## src/rtl/cpu_step_pkg.sv

```systemverilog
// Shared types for the CPU step controller: FSM states, default parameters
// and the press-priority rule applied when several buttons fire at once.
package cpu_step_pkg;

  typedef enum logic [1:0] {
    HOLD = 2'd0,
    STEP = 2'd1,
    RUN  = 2'd2
  } state_e;

  localparam int DEF_DEBOUNCE_CYCLES = 1_000_000;
  localparam int DEF_RUN_DIV         = 50_000_000;
  localparam int DEF_RST_HOLD        = 4;
  localparam int DEF_CNT_W           = 16;

  // Press vector bit positions; a higher index outranks every lower one.
  localparam int PRESS_N   = 3;
  localparam int PRIO_STEP = 0;
  localparam int PRIO_RUN  = 1;
  localparam int PRIO_RST  = 2;

  typedef logic [PRESS_N-1:0] press_t;

  // Keep only the highest-ranked request; lower ones in the same cycle are dropped.
  function automatic press_t press_resolve(input press_t req);
    press_t win;
    win = '0;
    for (int i = 0; i < PRESS_N; i++) begin
      if (req[i]) begin
        win = press_t'(1) << i;
      end
    end
    return win;
  endfunction

endpackage

```

## src/rtl/cpu_step_ctrl_btn_debounce.sv

```systemverilog
// Button front end: 2-FF sync, stability debounce, registered rising-edge pulse.
// Latency raw edge -> press_vld: 2 + DEBOUNCE_CYCLES + 1 cycles; no backpressure.
module btn_debounce #(
  parameter int DEBOUNCE_CYCLES = 1_000_000
) (
  input  logic clock,
  input  logic reset,
  input  logic btn_raw,
  output logic press_vld
);

  localparam int CW = (DEBOUNCE_CYCLES > 1) ? $clog2(DEBOUNCE_CYCLES) : 1;
  localparam logic [CW-1:0] CNT_LAST = CW'(DEBOUNCE_CYCLES - 1);

  logic          sync1_q, sync1_d;
  logic          sync2_q, sync2_d;
  logic          level_q, level_d;
  logic          prev_q,  prev_d;
  logic          press_q, press_d;
  logic [CW-1:0] cnt_q,   cnt_d;

  always_comb begin
    sync1_d = btn_raw;
    sync2_d = sync1_q;
    level_d = level_q;
    cnt_d   = '0;
    // Counter only runs while the input disagrees; any agreeing cycle resets it.
    if (sync2_q != level_q) begin
      if (cnt_q == CNT_LAST) begin
        level_d = sync2_q;
      end else begin
        cnt_d = cnt_q + 1'b1;
      end
    end
    prev_d  = level_q;
    press_d = level_q & ~prev_q;
  end

  always_ff @(posedge clock or negedge reset) begin
    if (!reset) begin
      sync1_q <= 1'b0;
      sync2_q <= 1'b0;
      level_q <= 1'b0;
      prev_q  <= 1'b0;
      press_q <= 1'b0;
      cnt_q   <= '0;
    end else begin
      sync1_q <= sync1_d;
      sync2_q <= sync2_d;
      level_q <= level_d;
      prev_q  <= prev_d;
      press_q <= press_d;
      cnt_q   <= cnt_d;
    end
  end

  assign press_vld = press_q;

endmodule

```

## src/rtl/cpu_step_ctrl.sv

```systemverilog
// Board-button front end for the CPU: HOLD/STEP/RUN mode FSM, one-cycle cpu_en,
// held cpu_reset and step counter; press -> output in 1 cycle, no backpressure.
module cpu_step_ctrl
  import cpu_step_pkg::*;
#(
  parameter int DEBOUNCE_CYCLES = DEF_DEBOUNCE_CYCLES,
  parameter int RUN_DIV         = DEF_RUN_DIV,
  parameter int RST_HOLD        = DEF_RST_HOLD,
  parameter int CNT_W           = DEF_CNT_W
) (
  input  logic             clock,
  input  logic             reset,
  input  logic             btn_step,
  input  logic             btn_run,
  input  logic             btn_rst,
  output logic             cpu_en,
  output logic             cpu_reset,
  output logic             run_mode,
  output logic [CNT_W-1:0] step_count
);

  localparam int DW = $clog2(RUN_DIV);
  localparam int HW = (RST_HOLD > 1) ? $clog2(RST_HOLD) : 1;
  localparam logic [DW-1:0] DIV_LAST  = DW'(RUN_DIV - 1);
  localparam logic [HW-1:0] HOLD_LAST = HW'(RST_HOLD - 1);

  logic step_vld, run_vld, rst_vld;
  press_t press_req, press_win;

  state_e           state_q,     state_d;
  logic [HW-1:0]    hold_q,      hold_d;
  logic [DW-1:0]    div_q,       div_d;
  logic [CNT_W-1:0] count_q,     count_d;
  logic             en_q,        en_d;
  logic             cpu_reset_q, cpu_reset_d;
  logic             run_mode_q,  run_mode_d;

  btn_debounce #(.DEBOUNCE_CYCLES(DEBOUNCE_CYCLES)) u_db_step (
    .clock     (clock),
    .reset     (reset),
    .btn_raw   (btn_step),
    .press_vld (step_vld)
  );

  btn_debounce #(.DEBOUNCE_CYCLES(DEBOUNCE_CYCLES)) u_db_run (
    .clock     (clock),
    .reset     (reset),
    .btn_raw   (btn_run),
    .press_vld (run_vld)
  );

  btn_debounce #(.DEBOUNCE_CYCLES(DEBOUNCE_CYCLES)) u_db_rst (
    .clock     (clock),
    .reset     (reset),
    .btn_raw   (btn_rst),
    .press_vld (rst_vld)
  );

  always_comb begin
    press_req            = '0;
    press_req[PRIO_STEP] = step_vld;
    press_req[PRIO_RUN]  = run_vld;
    press_req[PRIO_RST]  = rst_vld;
    press_win            = press_resolve(press_req);

    state_d = state_q;
    hold_d  = hold_q;
    div_d   = div_q;
    en_d    = 1'b0;
    count_d = count_q;

    case (state_q)
      HOLD: begin
        if (hold_q == HOLD_LAST) begin
          state_d = STEP;
          hold_d  = '0;
        end else begin
          hold_d = hold_q + 1'b1;
        end
      end
      STEP: begin
        if (press_win[PRIO_RUN]) begin
          state_d = RUN;
          div_d   = '0;
        end else if (press_win[PRIO_STEP]) begin
          en_d = 1'b1;
        end
      end
      RUN: begin
        if (press_win[PRIO_RUN]) begin
          state_d = STEP;
          div_d   = '0;
        end else if (div_q == DIV_LAST) begin
          div_d = '0;
          en_d  = 1'b1;
        end else begin
          div_d = div_q + 1'b1;
        end
      end
      default: state_d = HOLD;
    endcase

    // The reset press overrides whatever the current state decided.
    if (press_win[PRIO_RST]) begin
      state_d = HOLD;
      hold_d  = '0;
      div_d   = '0;
      en_d    = 1'b0;
      count_d = '0;
    end else if (en_d) begin
      count_d = count_q + 1'b1;
    end

    cpu_reset_d = (state_d == HOLD);
    run_mode_d  = (state_d == RUN);
  end

  always_ff @(posedge clock or negedge reset) begin
    if (!reset) begin
      state_q     <= HOLD;
      hold_q      <= '0;
      div_q       <= '0;
      count_q     <= '0;
      en_q        <= 1'b0;
      cpu_reset_q <= 1'b1;
      run_mode_q  <= 1'b0;
    end else begin
      state_q     <= state_d;
      hold_q      <= hold_d;
      div_q       <= div_d;
      count_q     <= count_d;
      en_q        <= en_d;
      cpu_reset_q <= cpu_reset_d;
      run_mode_q  <= run_mode_d;
    end
  end

  assign cpu_en     = en_q;
  assign cpu_reset  = cpu_reset_q;
  assign run_mode   = run_mode_q;
  assign step_count = count_q;

endmodule

```

## config.mk

```make
export PLATFORM = sky130hd
export DESIGN_NAME = cpu_step_ctrl
export DESIGN_NICKNAME = d
export VERILOG_FILES = /design/src/rtl/cpu_step_pkg.sv /design/src/rtl/cpu_step_ctrl_btn_debounce.sv /design/src/rtl/cpu_step_ctrl.sv
export SDC_FILE = /design/constraint.sdc
export NUM_CORES = 1
export LEC_CHECK = 0
export ABC_CLOCK_PERIOD_IN_PS = 3300
export BUFFER_PORTS_ARGS = -buffer_cell sky130_fd_sc_hd__clkbuf_2
export CAP_MARGIN = 25
export CORE_MARGIN = 2
export CORE_UTILIZATION = 35
export CTS_BUF_LIST = sky130_fd_sc_hd__clkbuf_8 sky130_fd_sc_hd__clkbuf_16
export DETAILED_ROUTE_END_ITERATION = 7
export GPL_ROUTABILITY_DRIVEN = 0
export GPL_TIMING_DRIVEN = 0
export SLEW_MARGIN = 20
export SYNTH_ARGS = -nofsm -noshare
export SYNTH_HDL_FRONTEND = slang
export SYNTH_HIERARCHICAL = 1
export SYNTH_SLANG_ARGS = --single-unit
export TNS_END_PERCENT = 50
```

## constraint.sdc

```tcl
create_clock -name clock -period 3.3 [get_ports clock]
set_input_delay 0.33 -clock clock [delete_from_list [all_inputs] [get_ports clock]]
set_output_delay 0.33 -clock clock [all_outputs]
set_load 0.01 [all_outputs]
```

==> out/qor.yml, run 1 <==
synth_edf_count: 0
final_period_minus_worst_setup_slack_ns: 2.74
cap_violations: 0
instances_no_fill: 910
syn_to_final_growth_pct: 16.8
crit_path_end_kind: "flip-flop"
drt_pass1_iterations: 5
cts-buffers-inserted: 17
grt_start_max_net_pins: 78
fp.dieArea_um2: 19100
cts_root_buffer: "sky130_fd_sc_hd__clkbuf_16"
crit_path_start_kind: "flip-flop"
run_status: "completed"
leakage_nw: 3.11
dieWidth_um: 138
library_cell_with_the_largest_summed_area_after_synthesis: "sky130_fd_sc_hd__dfrtp_1"
grt_first_pass_wirelength_um: 24000
worstSetupStartpoint: "state_q[1]"
h-tree-depth: 4
globalRoute.totalOverflow: 0
max_slew_margin_pct: 57.2
final_wirelength_um: 13700
timing.hold.worst.start: "btn_rst"
yosys.cell_count.top_type: "sky130_fd_sc_hd__dfrtp_1"
hold_path_class: "in -> reg"
worstPathRequired_ns: 3.64
skew_ns: 0.00949
final_nets: 683
postCtsSetupRepairBufs: 0
port_buf_inserts: 23
netlist.area_leader.share_pct: 48.8
postSynthRegisterBits: 124
number_of_antenna_diodes: 0
p_per_area_nw_per_um2: 478
number_of_instances_in_the_synthesized_netlist: 624
vias: 5026
detail_route.vias_per_cell: 5.52
layout-drive-gt1-share_pct: 12.3
ys_top_cells_by_count: "sky130_fd_sc_hd__dfrtp_1 (123), sky130_fd_sc_hd__nor2_1 (64), sky130_fd_sc_hd__nand2_1 (40), sky130_fd_sc_hd__a21oi_1 (37), sky130_fd_sc_hd__nand3_1 (35)"
wl_per_cell_um: 15.0
ys_top_cells_by_area: "sky130_fd_sc_hd__dfrtp_1 (49%), sky130_fd_sc_hd__xor2_1 (4.2%), sky130_fd_sc_hd__nor2_1 (3.8%)"
holdWs_ns: 0.0161
cts.reportedPaths.clkPinSlew_ns: 0.06
achievable-frequency_ghz: 0.365
synthesis.area_per_instance_um2: 10.1
postSynth.asyncResetShare_pct: 100
ctsLongestPathBuffers: 2
timing_max_transition_violations_final: 0
worst-endpoint-arrival_ns: 3.08
worst_skew_pair.late_latency_ns: 0.42
place.detailed.instances: 877
grt.total_usage_pct: 15.0
final.setup.worst_slack_ns: 0.560
setup_repair_after_global_routing_missed_its_margin: "false"
setup.worst_path.class: "reg -> reg"
final_util_pct: 41.2
synth.yosys.seq_area_share_pct: 49.3
timing.final.crit_share_pct: 83.0
dpl.hpwl_um: 9400
core_um2: 17800
cts_sinks: 124
first_global_vias: 4991
post_synthesis_instance_area_um2: 6300
worst_pin_slew_ns: 0.640
post_synthesis_net_count: 639
synthesis.yosys.warnings: 6
row_count: 49
initial_core_util_pct: 35.3
pre_cts_slack_ns: 0.594
first_iter_violations: 339
final_setup_violating_endpoints: 0
worstReg2RegStart: "state_q[1]"
max-vdd-ir-drop_uv: 321
cts_tree: "yes"
route.detailed.drc: 0
chipHeight_um: 138
initial_antenna_violation_count: 0
hold_violations: 0
synth_top_flop_cell: "sky130_fd_sc_hd__dfrtp_1"
design.portCount: 24
cp_max_fo: 10
yosysUniqueCellTypes: 49
totalNegativeSetupSlack_ns: 0
ant_nets: 0
-- path summary, 6_finish.rpt --
kind | endpoint | slack [ns] | cells after the start
max | div_q[21] | 0.56 | 7
min | u_db_rst/sync1_q | 0.02 | 1
max reg2reg | div_q[21] | 0.56 | 7
min reg2reg | u_db_step/sync2_q | 0.35 | 0
max in group asynchronous | cpu_reset | 2.18 | 3
min in group asynchronous | u_db_run/cnt_q[1] | 0.41 | 2
-- per-stage QoR --
stage | total power, mW | cell area (um2)
6_report | 3.52 | 7360
5_1_grt | 3.65 | 7360
4_1_cts | 3.56 | 7360
3_5_place_dp | 1.64 | 6740
3_3_place_gp | 1.64 | 6700
2_1_floorplan | 1.60 | 6300
-- cell type report --
type / instances / area, um2
buffer: 27 / 116
clock buffer: 18 / 439
clock inverter: 14 / 170
fill: 1688 / 10500
inverter: 4 / 15.0
multi-input combinational: 469 / 3070
sequential: 124 / 3100
tap: 229 / 287
timing repair buffer: 25 / 161
-- routing by layer --
| metal | GRT usage, % | wire (um) | up-vias |
|---|---|---|---|
| met5 | 0 | 0 | - |
| met4 | 6.23 | 213 | 0 |
| met3 | 3.15 | 440 | 19 |
| li1 | - | - | 2414 |
| met2 | 23.9 | 6600 | 111 |
| met1 | 20.0 | 6430 | 2482 |
-- placed cells by master (no fill, tap or decap), drive strengths merged, types with 10 or more instances in the layout --
master	n
o31ai	22
nand2	40
and4	18
a21oi	37
clkbuf	56
o21ai	23
xnor2	16
xor2	30
or4	24
nor2	64
nand4	19
a31oi	10
nand3	38
or3	17
ha	10
and3	19
buf	13
dfrtp	123
-- kinds of logic (layout without fill, tap and decap cells) --
family | Yosys count | in the layout | share of synthesized area [%]
multiplexers | 10 | 10 | 1.69
AND/OR/NAND/NOR | 291 | 291 | 26.6
AO/OA/AOI/OAI | 112 | 112 | 12.0
buffers and inverters | 31 | 88 | 2.08
XOR/XNOR | 46 | 46 | 6.39
flip-flops | 124 | 124 | 49.3
adder cells (fa/ha/maj) | 10 | 10 | 1.99
-- flip-flops by register name, indices dropped and copies added, names as in the netlist, 2 cells and up --
name             flops
div_q               26
state_q              2
u_db_step/cnt_q     20
u_db_rst/cnt_q      20
step_count          16
hold_q               2
u_db_run/cnt_q      20
-- timing repair --
action / 4_1_cts / 5_1_grt
hold endpoints to repair: 47 / 0
gates resized for setup: 0 / 0
setup endpoints to repair: 0 / 0
hold buffers: 1 / 0
-- critical path: stages, from the launching register on --
cell and delay (ns):
sky130_fd_sc_hd__dfrtp_1 0.41, sky130_fd_sc_hd__inv_1 0.08, sky130_fd_sc_hd__ha_1 0.26, sky130_fd_sc_hd__or4b_2 0.69, sky130_fd_sc_hd__a31oi_1 0.46, sky130_fd_sc_hd__clkbuf_1 0.46, sky130_fd_sc_hd__a31oi_1 0.14, sky130_fd_sc_hd__a31oi_1 0.16
-- where the power goes --
| group | switching [mW] | internal [mW] | total, mW |
|---|---|---|---|
| clock | 0.699 | 1.21 | 1.90 |
| combinational | 0.0495 | 0.0204 | 0.0699 |
| sequential | 0.00995 | 1.53 | 1.54 |
| total | 0.758 | 2.76 | 3.52 |
Note: power is estimated with default switching activity, not from simulation.
==> run 2: changes to the inputs <==
- ABC_CLOCK_PERIOD_IN_PS: 3300 -> 2600
- clock period: 3.3 -> 2.6 ns (I/O delays scaled with it)
==> run 2 against run 1 <==
Clock power is 27% higher. Setup slack worse by 0.47 ns. Largest power group unchanged. Combinational power is 32% higher. Global-route usage hardly changed. Critical path depth is 1 lower. Via count is 1.1% higher. Largest cell class unchanged. Hold slack better by 0.33 ns.
==> out/qor.yml, run 2 (synthesis results as in run 1) <==
setup_repair_after_global_routing_missed_its_margin: "true"
timing.final.crit_share_pct: 96.5
top_register_by_number_of_flip_flops: "div_q"
port_buf_inserts: 23
worstPathRequired_ns: 2.93
cts_root_buffer: "sky130_fd_sc_hd__clkbuf_16"
number_of_antenna_diodes: 0
p_per_area_nw_per_um2: 600
largest_register_ffs: 26
cts_tree: "yes"
timing_max_transition_violations_final: 0
wl_per_cell_um: 15.0
worst-path-stages: 6
layout-drive-gt1-share_pct: 13.4
timing.critical_path.max_delay_family: "simple AND/OR/NAND/NOR gates"
row_count: 49
run_status: "completed"
detail_route.vias_per_cell: 5.56
cts.reportedPaths.clkPinSlew_ns: 0.05
skew_ns: 0.00863
place.detailed.instances: 877
cp_max_fo: 10
cts_sinks: 124
max-vdd-ir-drop_uv: 406
ctsLongestPathBuffers: 2
dieWidth_um: 138
instances_no_fill: 914
worst_skew_pair.late_latency_ns: 0.42
wp_buf_inv: 1
worst_pin_slew_ns: 0.641
final_wirelength_um: 13700
hold_violations: 0
h-tree-depth: 4
final_util_pct: 41.7
mostFrequentLayoutCell: "sky130_fd_sc_hd__dfrtp_1"
grt.total_usage_pct: 15.0
design.portCount: 24
cap_violations: 0
fp.dieArea_um2: 19100
syn_to_final_growth_pct: 18.0
drt_pass1_iterations: 5
cp_cell_sequence: "or4_4, nor4_4, a31oi_2, clkbuf_4, or4_1, a21oi_1"
first_iter_violations: 431
grt_first_pass_wirelength_um: 24000
final.setup.worst_slack_ns: 0.0914
grt_start_max_net_pins: 78
crit_path_start_kind: "flip-flop"
layout_common_cells: "sky130_fd_sc_hd__dfrtp_1 (123), sky130_fd_sc_hd__nor2_1 (64), sky130_fd_sc_hd__nand2_1 (40)"
p_total_mw: 4.47
r2r.worst_path.cells: 6
final_setup_violating_endpoints: 0
dpl.hpwl_um: 9400
max_slew_margin_pct: 57.1
worst_path_largest_cell_delay_ns: 0.57
first_global_vias: 4994
pre_cts_slack_ns: -0.106
globalRoute.totalOverflow: 0
crit_path_end_kind: "flip-flop"
hold_path_class: "in -> async"
core_um2: 17800
ant_nets: 0
critical_path.slowest_cell: "sky130_fd_sc_hd__or4_4"
route.detailed.drc: 0
totalNegativeSetupSlack_ns: 0
initial_core_util_pct: 35.3
final_nets: 687
vias: 5079
final_period_minus_worst_setup_slack_ns: 2.51
initial_antenna_violation_count: 0
worst-endpoint-arrival_ns: 2.84
cts-buffers-inserted: 17
chipHeight_um: 138
leakage_nw: 3.13
setup.worst_path.class: "reg -> reg"
achievable-frequency_ghz: 0.399
==> run 2: changes by cell type in the layout (fill, tap and decap cells not counted), sizes merged <==
| cell | delta |
|---|---|
| buf | +3 |
| clkbuf | -2 |
| dlygate4sd3 | +3 |
==> run 2: path summary, 6_finish.rpt <==
check,start,to,slack [ns]
min reg2reg,u_db_step/sync1_q,u_db_step/sync2_q,0.35
max reg2reg,div_q[10],step_count[10],0.09
max in group asynchronous,reset,cpu_reset,1.55
min in group clock,u_db_step/sync1_q,u_db_step/sync2_q,0.35
max,div_q[10],step_count[10],0.09
min,reset,u_db_run/cnt_q[1],0.35
==> run 2: what timing repair did <==
item,4_1_cts,5_1_grt
endpoints found under the hold margin,50,0
gates resized for setup,1,12
setup endpoints to repair,7,27
pin swaps,0,2
buffers inserted,0,2
hold buffers,4,0
==> run 2: power by group <==
group          internal [mW]  switching (mW)
Sequential              1.95          0.0126
Combinational         0.0288          0.0637
Clock                   1.53           0.882
Total                   3.51           0.959
==> run 2: final cells by class <==
| class | count | area (um2) |
|---|---|---|
| plain buffers | 26 | 120 |
| inverters | 4 | 15.0 |
| multi-input cells | 469 | 3100 |
| well taps | 229 | 287 |
| fillers | 1678 | 10400 |
| clock inverters | 14 | 170 |
| flip-flops and latches | 124 | 3100 |
| repair buffers | 30 | 206 |
| clock buffers | 18 | 439 |
==> run 2: per-layer routing <==
metal	vias up	share of wire, %	wire, um	global-route usage, %
li1	2419	-	-	-
met1	2517	47	6420	20.0
met2	118	48	6590	23.9
met3	25	3.5	486	3.15
met4	0	1.7	232	6.23
met5	-	0	0	0
==> run 2: metrics by stage <==
step           hold slack, ns  instance area [um2]
4_1_cts                 0.348                 7390
3_3_place_gp            0.335                 6700
5_1_grt                 0.352                 7440
3_5_place_dp            0.243                 6740
2_1_floorplan         -0.0356                 6300
6_report                0.346                 7440
